--- src/rtl/digi_logic_pkg.sv ---
// rtl/digi_logic_pkg.sv - shared constants and helpers for the multi-channel logic LUT
package digi_logic_pkg;

  // Table defaults reproduce the fixed equations, so both modes agree after reset.
  localparam logic [15:0] LUT1_DEFAULT = 16'hFF5E;
  localparam logic [15:0] LUT2_DEFAULT = 16'h5505;

  localparam logic MODE_FIXED = 1'b0;
  localparam logic MODE_TABLE = 1'b1;

  function automatic logic [3:0] make_idx(input logic a, input logic b,
                                          input logic c, input logic d);
    return {a, b, c, d};
  endfunction

endpackage

--- src/rtl/digi_logic_eval.sv ---
// rtl/digi_logic_eval.sv - combinational single-channel evaluator (fixed equations or tables)
module digi_logic_eval
  import digi_logic_pkg::*;
(
  input  logic [3:0]  idx_i,
  input  logic        mode_i,
  input  logic [15:0] t1_i,
  input  logic [15:0] t2_i,
  output logic        out1_o,
  output logic        out2_o
);

  logic a, b, c, d;

  always_comb begin
    a      = idx_i[3];
    b      = idx_i[2];
    c      = idx_i[1];
    d      = idx_i[0];
    out1_o = a | (c & ~b) | ((b & ~a) ^ d);
    out2_o = ~(d | (b & ~a));
    if (mode_i == MODE_TABLE) begin
      out1_o = t1_i[idx_i];
      out2_o = t2_i[idx_i];
    end else if (mode_i != MODE_FIXED) begin
      out1_o = 1'b0;
      out2_o = 1'b0;
    end
  end

endmodule

--- src/rtl/digi_logic_lut.sv ---
// rtl/digi_logic_lut.sv - pipelined multi-channel logic evaluator with programmable tables
module digi_logic_lut
  import digi_logic_pkg::*;
#(
  parameter int CH     = 4,
  parameter int STAGES = 2,
  parameter int CNT_W  = 16
) (
  input  logic             clk,
  input  logic             rst,
  input  logic             in_valid,
  output logic             in_ready,
  input  logic [CH-1:0]    a,
  input  logic [CH-1:0]    b,
  input  logic [CH-1:0]    c,
  input  logic [CH-1:0]    d,
  input  logic             mode,
  input  logic             cfg_we,
  input  logic             cfg_sel,
  input  logic [15:0]      cfg_data,
  output logic             out_valid,
  input  logic             out_ready,
  output logic [CH-1:0]    out1,
  output logic [CH-1:0]    out2,
  output logic [CNT_W-1:0] eval_cnt
);

  logic [15:0]       t1_q, t2_q;
  logic [STAGES-1:0] vld_q;
  logic [CH-1:0]     o1_q [STAGES];
  logic [CH-1:0]     o2_q [STAGES];
  logic [CNT_W-1:0]  cnt_q;
  logic [CH-1:0]     ev1, ev2;
  logic              advance;

  assign out_valid = vld_q[STAGES-1];
  assign advance   = ~out_valid | out_ready;
  assign in_ready  = advance;
  assign out1      = o1_q[STAGES-1];
  assign out2      = o2_q[STAGES-1];
  assign eval_cnt  = cnt_q;

  for (genvar i = 0; i < CH; i++) begin : g_ch
    digi_logic_eval u_eval (
      .idx_i  (make_idx(a[i], b[i], c[i], d[i])),
      .mode_i (mode),
      .t1_i   (t1_q),
      .t2_i   (t2_q),
      .out1_o (ev1[i]),
      .out2_o (ev2[i])
    );
  end

  // Evaluation uses the tables as they stand before this edge's write.
  always_ff @(posedge clk) begin
    if (rst) begin
      t1_q  <= LUT1_DEFAULT;
      t2_q  <= LUT2_DEFAULT;
      vld_q <= '0;
      cnt_q <= '0;
      for (int s = 0; s < STAGES; s++) begin
        o1_q[s] <= '0;
        o2_q[s] <= '0;
      end
    end else begin
      if (cfg_we) begin
        if (cfg_sel) t2_q <= cfg_data;
        else         t1_q <= cfg_data;
      end
      if (advance) begin
        vld_q[0] <= in_valid;
        o1_q[0]  <= ev1;
        o2_q[0]  <= ev2;
        for (int s = 1; s < STAGES; s++) begin
          vld_q[s] <= vld_q[s-1];
          o1_q[s]  <= o1_q[s-1];
          o2_q[s]  <= o2_q[s-1];
        end
      end
      if (out_valid && out_ready && (cnt_q != {CNT_W{1'b1}})) begin
        cnt_q <= cnt_q + CNT_W'(1);
      end
    end
  end

endmodule

--- config.mk ---
export PLATFORM = sky130hd
export DESIGN_NAME = digi_logic_lut
export DESIGN_NICKNAME = d
export VERILOG_FILES = /design/src/rtl/digi_logic_pkg.sv /design/src/rtl/digi_logic_eval.sv /design/src/rtl/digi_logic_lut.sv
export SDC_FILE = /design/constraint.sdc
export NUM_CORES = 1
export LEC_CHECK = 0
export ABC_AREA = 1
export CORE_MARGIN = 10
export CORE_UTILIZATION = 35
export DETAILED_ROUTE_END_ITERATION = 16
export PLACE_DENSITY = 0.63
export SLEW_MARGIN = 20
export SYNTH_ARGS = -nofsm -noshare
export SYNTH_HDL_FRONTEND = slang
export SYNTH_SLANG_ARGS = --single-unit
--- constraint.sdc ---
create_clock -name clk -period 1.9 [get_ports clk]
set_input_delay 0.475 -clock clk [delete_from_list [all_inputs] [get_ports clk]]
set_output_delay 0.475 -clock clk [all_outputs]
set_load 0.02 [all_outputs]
==> results.yml, run 1 <==
sta:
  slew-limit-headroom_pct: 77.3
  setup_viol: 0
  period_minus_slack_ps: 1850
  finalSetupTns_ps: 0
  rsz0062_at_grt: "no"
  timing.fmax_ghz: 0.540
  fin_skew_ps: 8.87
  finalMaxSlewViolations: 0
  hold_viol: 0
  fin_hold_ws_ps: 482
  post-route-period-util_pct: 97.5
  tightestPinTransition_ps: 340
  setup_ws_ps: 46.8
final_layout:
  syn_to_final_growth_pct: 31.5
  nFillCells: 1182
  num_antenna_cells: 0
  drive_above_1_share_pct: 11.8
  final_util_pct: 47.4
  finalNetCount: 758
  final_area_sq_um: 5460
  multi_input_area_sq_um: 2270
  seqCellArea_sq_um: 1480
  final_cells: 862
worst_setup_path:
  endpoint_kind: "output port"
  path_cells: "clkdlybuf4s50_1"
  worst-path-max-fanout: 4
  critical_path.top_delay_family: "buffers and inverters"
  critPathLaunchType: "flip-flop"
  crit_arrival_ps: 1380
  path_buf_inv: 1
  slowest_delay_ps: 630
  cp.required_ps: 1420
  critical_path.slowest_cell: "clkdlybuf4s50_1"
  crit_type: "flip-flop to output port"
run_status:
  status: "complete, no violations"
global_route:
  antenna_found_initial: 0
  grt_usage_pct: 15.3
  grt_pass1_vias: 4220
  grt_max_degree: 36
  grt_overflow: 0
  grt_pass1_wl_um: 20400
place:
  hpwl_um: 9710
  gp_routability_congestion: 0.905
  dp_slack_ps: -247
  place.port_buffers: 64
  dpl_cell_area_sq_um: 5190
  placedCellCount: 846
die:
  die_w_um: 129
  core_sq_um: 11500
  row_count: 39
  die_area_sq_um: 16600
  die_h_um: 129
  start_util_pct: 36.1
  io_pins: 65
route:
  drt_iter0_drc: 343
  drc: 0
  routed_wirelength_um: 12500
  ant_nets: 0
  routed-via-count: 4485
  vias_per_cell: 5.20
  dr.pass1.iters: 6
  post_drt_wl_per_cell_um: 14.5
logic_synthesis:
  synth_area_sq_um: 4150
  synth_seq_cells: 66
  synthSimpleGateAreaFrac_pct: 34.1
  synthXorXnorAreaFrac_pct: 1.48
  synth_top_family_by_area: "simple AND/OR/NAND/NOR gates"
  yosys_warnings: 0
  syn_area_per_cell_sq_um: 6.59
  ys_types: 31
  synth.area.mux_share_pct: 0
  synth-compound-area-share_pct: 17.4
  synthesis.nets: 674
  syn_inst: 630
  ys_seq_area_share_pct: 35.7
  synthAdderAreaFrac_pct: 1.51
power:
  p_per_area_nw_per_um2: 707
  cellLeakagePower_nw: 2.33
  power_mw: 3.86
  max-vdd-ir-drop_uv: 505
clocking:
  clock_path_buffers: 2
  clockRootBuffer: "clkbuf_16"
  clkTransAtPathRegs_ps: 60
  cts_tree: "built"
  cts_max_level: 3
  cts_buffers: 9
  clock_latency_ps: 340
  clock_sinks: 66
  cts_setup_buffers: 0
hold_path:
  min_path_type: "flip-flop to flip-flop"
run:
  maxCapViolations: 0
## cell usage in the layout, fill, tap and decap left out, drive strengths merged, types with 4 or more instances in the layout
master         instances
nand2                186
dlygate4sd2           11
xnor2                  5
inv                   55
o211ai                33
dfxtp                 50
nand4                  5
clkdlybuf4s50         50
buf                   46
nor2                  62
or2                    4
nand3                 80
edfxtp                16
clkbuf                11
ha                     5
o21ai                 40
a21oi                 44
clkinv                 8
## routing by layer
| metal | GRT usage [%] | up-vias | part of all wire (%) | routed length, um |
|---|---|---|---|---|
| li1 | - | 2243 | - | - |
| met1 | 18.9 | 2027 | 45 | 5590 |
| met2 | 24.2 | 189 | 45 | 5610 |
| met3 | 4.27 | 26 | 7.9 | 982 |
| met4 | 6.96 | 0 | 2.6 | 324 |
| met5 | 0 | - | 0 | 0 |
## cell usage after synthesis, drive strengths merged
master    n  share of area (%)
nand2   186                 17
nand3    80                9.8
nor2     62                6.0
inv      53                4.8
dfxtp    50                 24
a21oi    44                6.1
o21ai    40                4.9
o211ai   33                6.0
clkbuf   22                2.0
edfxtp   16                 12
buf      15                2.5
clkinv    6               0.57
ha        5                1.5
nand4     5               0.75
xnor2     5                1.1
or2       4               0.60
xor2      2               0.42
a21boi    1               0.45
nor3      1               0.12
## cells by family after synthesis
logic type | Yosys count
adders and majority gates | 5
DFF | 66
and+or+nand+nor | 338
AOI/OAI and AO/OA | 118
buffers and inverters | 96
xor gates and xnor gates | 7
## sequential cells by signal, summed over array words and instances, names as in the netlist
name      flops
vld_q         2
t2_q         16
eval_cnt     16
t1_q         16
o1_q          8
o2_q          8
## path summary, 6_finish.rpt
| kind | startpoint | end | slack [ps] | cells after the start |
|---|---|---|---|---|
| max | eval_cnt[8]$_SDFFE_PP0P_ | eval_cnt[8] | 50 | 1 |
| min | vld_q[0]$_SDFFE_PP0P_ | vld_q[1]$_SDFFE_PP0P_ | 480 | 2 |
| max reg2reg | eval_cnt[0]$_SDFFE_PP0P_ | eval_cnt[7]$_SDFFE_PP0P_ | 310 | 9 |
| min reg2reg | vld_q[0]$_SDFFE_PP0P_ | vld_q[1]$_SDFFE_PP0P_ | 480 | 2 |
## worst reg2reg max path, stage by stage, from the launching register on
cell	delay [ps]
dfxtp_1	440
ha_1	210
inv_1	60
nor2_2	150
nand3_2	140
nand2_1	80
nand2_1	70
buf_4	180
nand2_1	90
a21oi_2	50
## final cells by class
cell class / count / area share [%]
Tap cell: 143 / 3.28
Multi-Input combinational cell: 468 / 41.5
Sequential cell: 66 / 27.1
Timing Repair Buffer: 110 / 18.9
Clock inverter: 6 / 0.733
Inverter: 59 / 4.08
Clock buffer: 10 / 4.37
## timing repair
action,4_1_cts,5_1_grt
hold buffers,0,0
endpoints found under the setup margin,12,4
resized for setup,14,4
## power breakdown
part | internal, mW | switching [mW]
Combinational | 0.320 | 0.398
Sequential | 1.53 | 0.0618
Clock | 0.917 | 0.638
Note: power is estimated with default switching activity, not from simulation.
==> run 2, diff against run 1 <==
--- a/config.mk
+++ b/config.mk
@@ -5,9 +5,9 @@
 export SDC_FILE = /design/constraint.sdc
 export NUM_CORES = 1
 export LEC_CHECK = 0
-export ABC_AREA = 1
-export CORE_MARGIN = 10
+export CORE_MARGIN = 2
 export CORE_UTILIZATION = 35
+export CTS_BUF_LIST = sky130_fd_sc_hd__clkbuf_4 sky130_fd_sc_hd__clkbuf_8
 export DETAILED_ROUTE_END_ITERATION = 16
 export PLACE_DENSITY = 0.63
 export SLEW_MARGIN = 20
==> results.yml, run 2 <==
sta:
  finalSetupTns_ps: 0
  timing.fmax_ghz: 0.542
  fin_hold_ws_ps: 468
  setup_ws_ps: 55.7
  finalMaxSlewViolations: 0
  hold_viol: 0
  setup_viol: 0
  post-route-period-util_pct: 97.1
  fin_skew_ps: 11.1
  slew-limit-headroom_pct: 66.7
  period_minus_slack_ps: 1840
  tightestPinTransition_ps: 498
  rsz0062_at_grt: "no"
worst_setup_path:
  r2r_setup_slack_ps: 70
  crit_type: "flip-flop to output port"
  cp.required_ps: 1420
  path_buf_inv: 1
  path_cells: "clkdlybuf4s50_1"
  slowest_delay_ps: 630
  crit_start: "eval_cnt[9]$_SDFFE_PP0P_"
  worst-path-max-fanout: 5
  critical_path.slowest_cell: "clkdlybuf4s50_1"
  critPathLaunchType: "flip-flop"
  endpoint_kind: "output port"
  critical_path.top_delay_family: "buffers and inverters"
  worstReg2RegStart: "t2_q[15]$_SDFFE_PP0P_"
  crit_arrival_ps: 1370
logic_synthesis:
  synth_top_area_share_pct: 24.7
  ys_types: 37
  synth-edff-count: 16
  syn_inst: 369
  ys_async_sr_fraction_pct: 0
  syn_area_per_cell_sq_um: 11.0
  yosysMostFrequentCell: "dfxtp_1"
  yosysTopAreaCell: "dfxtp_1"
  ys_seq_area_share_pct: 36.5
  synthTopCellsByCount: "dfxtp_1, nand2_1, nor2b_1"
  synth_seq_cells: 66
  synth_area_sq_um: 4060
  synth.area.top_cells: "dfxtp_1, mux4_1, edfxtp_1"
  synthesis.nets: 413
  synthFlopType: "dfxtp_1"
  yosys_warnings: 0
route:
  routed_wirelength_um: 10400
  drc: 0
  dr.pass1.iters: 4
  drt_iter0_drc: 226
  routed-via-count: 3363
  post_drt_wl_per_cell_um: 17.1
  vias_per_cell: 5.53
  ant_nets: 0
final_layout:
  final_common_cell: "dfxtp_1"
  final_area_sq_um: 5320
  finalNetCount: 504
  mostFrequentLayoutCells: "dfxtp_1, clkdlybuf4s50_1, buf_4, nand2_1, nor2b_1"
  drive_above_1_share_pct: 24.7
  syn_to_final_growth_pct: 31.2
  num_antenna_cells: 0
clocking:
  clkTransAtPathRegs_ps: 80
  clockRootBuffer: "clkbuf_8"
  clock_latency_ps: 350
  clock_path_buffers: 2
  ctsHoldBuffers: 0
  clock_sinks: 66
  cts_tree: "built"
  cts_buffers: 9
  cts_max_level: 3
place:
  gp_routability_congestion: 0.984
  place.port_buffers: 64
  dp_slack_ps: -735
  dpl_cell_area_sq_um: 5040
  hpwl_um: 7990
power:
  cellLeakagePower_nw: 2.12
  power_mw: 3.66
  p_per_area_nw_per_um2: 689
  max-vdd-ir-drop_uv: 377
global_route:
  grt_max_degree: 37
  antenna_found_initial: 0
  grt_usage_pct: 17.0
  grt_pass1_vias: 3266
  grt_overflow: 0
  grt_pass1_wl_um: 16700
run:
  maxCapViolations: 0
die:
  die_area_sq_um: 12500
  die_h_um: 112
  row_count: 39
  io_pins: 65
  die_w_um: 112
  start_util_pct: 35.7
  core_sq_um: 11400
hold_path:
  min_path_type: "flip-flop to flip-flop"
  hold_start: "vld_q[0]$_SDFFE_PP0P_"
run_status:
  status: "complete, no violations"
run 2: path summary, 6_finish.rpt:
check / depth (start not counted) / end
max: 1 / eval_cnt[9]
max reg2reg: 4 / o2_q[0][1]$_SDFFCE_PN0P_
min: 2 / vld_q[1]$_SDFFE_PP0P_
min reg2reg: 2 / vld_q[1]$_SDFFE_PP0P_
run 2: logic make-up after synthesis:
family / share of synthesized area [%]
AO/OA/AOI/OAI: 9.13
adder cells (fa/ha/maj): 1.54
buffers and inverters: 5.43
flip-flops: 36.5
multiplexers: 28.4
AND/OR/NAND/NOR: 19.0
run 2: layer usage:
| layer | vias to the layer above | track usage, % | wire (um) |
|---|---|---|---|
| met5 | - | 0 | 0 |
| met4 | 0 | 5.68 | 226 |
| met3 | 19 | 3.43 | 645 |
| met2 | 136 | 28.5 | 5040 |
| met1 | 1638 | 21.9 | 4500 |
| li1 | 1570 | - | - |
run 2: repair_timing:
action | 4_1_cts | 5_1_grt
gates resized for setup | 34 | 14
setup endpoints to repair | 19 | 13
setup buffers | 0 | 1
hold endpoints to repair | 0 | 0
pin swaps | 2 | 3
run 2: power breakdown:
part / internal (mW) / switching [mW] / total [mW] / leakage (nW)
clock network: 0.883 / 0.587 / 1.47 / 0.124
registers: 1.52 / 0.0721 / 1.59 / 0.595
logic: 0.357 / 0.249 / 0.606 / 1.40
total: 2.76 / 0.908 / 3.66 / 2.12
run 2: stage by stage:
stage	util [%]	instances
after floorplan	-	369
after global placement	44.3	591
after detailed placement	44.3	591
after CTS	46.7	607
after global routing	46.8	608
final	46.8	608
run 2: cell type report:
type	instances	area (sq um)
fill	1060	6050
tap	143	179
inverter	7	26.3
clock inverter	7	125
sequential	66	1480
multi-input combinational	262	2330
timing repair buffer	114	1050
clock buffer	9	124
==> run 3, diff against run 2 <==
==> constraint.sdc (replaced) <==
create_clock -name clk -period 2.2 [get_ports clk]
set_input_delay 0.55 -clock clk [delete_from_list [all_inputs] [get_ports clk]]
set_output_delay 0.55 -clock clk [all_outputs]
set_load 0.02 [all_outputs]
==> results.yml, run 3 (synthesized netlist as in run 2, its figures left out) <==
route:
  drt_iter0_drc: 244
  routed-via-count: 3320
  dr.pass1.iters: 4
  post_drt_wl_per_cell_um: 17.5
  drc: 0
  ant_nets: 0
  routed_wirelength_um: 10400
  vias_per_cell: 5.59
die:
  start_util_pct: 35.7
  die_h_um: 112
  row_count: 39
  die_area_sq_um: 12500
  die_w_um: 112
  io_pins: 65
  core_sq_um: 11400
worst_setup_path:
  rr_worst_depth: 4
  critPathLaunchType: "input pin"
  worstReg2RegStart: "eval_cnt[6]$_SDFFE_PP0P_"
  endpoint_kind: "flip-flop"
  path_cells: "dlygate4sd2_1, mux4_1, mux4_2, mux2i_1, nor3_1"
  critical_path.slowest_cell: "mux4_1"
  crit_arrival_ps: 2230
  crit_type: "input pin to flip-flop"
  cp.required_ps: 2290
  worst-path-max-fanout: 6
  slowest_delay_ps: 610
  crit_start: "c[2]"
final_layout:
  syn_to_final_growth_pct: 28.9
  drive_above_1_share_pct: 17.3
  final_common_cell: "clkdlybuf4s50_1"
  finalNetCount: 490
  num_antenna_cells: 0
  nFillCells: 1075
  final_cells: 594
  mostFrequentLayoutCells: "clkdlybuf4s50_1, dfxtp_1, nand2_1, buf_4, nor2b_1"
sta:
  setup_ws_ps: 63.5
  timing.fmax_ghz: 0.468
  fin_skew_ps: 11.9
  finalSetupTns_ps: 0
  rsz0062_at_grt: "no"
  period_minus_slack_ps: 2140
  finalMaxSlewViolations: 0
  hold_viol: 0
  tightestPinTransition_ps: 562
  setup_viol: 0
  slew-limit-headroom_pct: 62.5
  post-route-period-util_pct: 97.1
global_route:
  grt_pass1_vias: 3188
  grt_max_degree: 37
  grt_pass1_wl_um: 16800
  grt_overflow: 0
  antenna_found_initial: 0
  grt_usage_pct: 17.2
clocking:
  cts_max_level: 3
  clock_sinks: 66
  cts_tree: "built"
  clock_path_buffers: 2
  clock_latency_ps: 340
  clockRootBuffer: "clkbuf_8"
  cts_buffers: 9
  clkTransAtPathRegs_ps: 90
run_status:
  status: "complete, no violations"
power:
  p_per_area_nw_per_um2: 603
  power_mw: 3.15
  max-vdd-ir-drop_uv: 318
  cellLeakagePower_nw: 2.00
place:
  hpwl_um: 7730
  place.port_buffers: 64
  gp_routability_congestion: 0.953
  dp_slack_ps: -563
  placedCellCount: 577
hold_path:
  hold_depth: 2
  min_path_type: "flip-flop to flip-flop"
  hold_start: "vld_q[0]$_SDFFE_PP0P_"
run:
  maxCapViolations: 0
## run 3: cell count changes in the layout (fill, tap and decap cells not counted), moves of 3 or more
cell | before | now
clkbuf_2 | 3 | 0
dlygate4sd2_1 | 11 | 5
a211oi_2 | 4 | 1
buf_4 | 42 | 33
buf_6 | 4 | 1
mux4_1 | 13 | 25
a211oi_1 | 9 | 12
mux4_2 | 23 | 11
clkdlybuf4s50_1 | 42 | 56
## run 3: power breakdown
group	switching (mW)	leakage [nW]	total, mW	internal [mW]
Combinational	0.203	1.28	0.494	0.290
Clock	0.519	0.124	1.28	0.765
Sequential	0.0677	0.595	1.38	1.31
## run 3: path summary, 6_finish.rpt
check,slack (ps),to
min,470,vld_q[1]$_SDFFE_PP0P_
min reg2reg,470,vld_q[1]$_SDFFE_PP0P_
max,60,o2_q[0][2]$_SDFFCE_PN0P_
max reg2reg,340,eval_cnt[15]$_SDFFE_PP0P_
## run 3: layer usage
layer  routed length (um)  global-route usage, %  up-vias
li1                     -                      -     1548
met1                 4640                   23.3     1638
met2                 4870                   26.8      120
met3                  672                   3.54       14
met4                  214                   7.24        0
met5                    0                      0        -
## run 3: critical path: cells and delay by family
family	cells	cell delay [ps]
multiplexers	3	1220
AND/OR/NAND/NOR	1	50
buffers and inverters	1	400
## run 3: area by class of cell
class / count / area (sq um) / area share, %
Multi-Input combinational cell: 262 / 2360 / 45.1
Sequential cell: 66 / 1480 / 28.3
Timing Repair Buffer: 100 / 933 / 17.9
Tap cell: 143 / 179 / 3.42
Clock inverter: 7 / 125 / 2.39
Clock buffer: 9 / 124 / 2.37
Inverter: 7 / 26.3 / 0.503
## run 3: what timing repair did
action,CTS,global route
gates resized for setup,12,4
setup endpoints to repair,8,4
hold buffers,0,0
buffers inserted,1,0
pin swaps,1,0
gates cloned,0,0
## run 3: through the flow
stage	utilization (%)	hold WS (ps)	instance area, sq um
3_3_place_gp	43.7	452	4970
4_1_cts	45.8	483	5210
5_1_grt	46.0	499	5230
6_report	46.0	472	5230
2_1_floorplan	-	440	4060
3_5_place_dp	43.7	464	4970
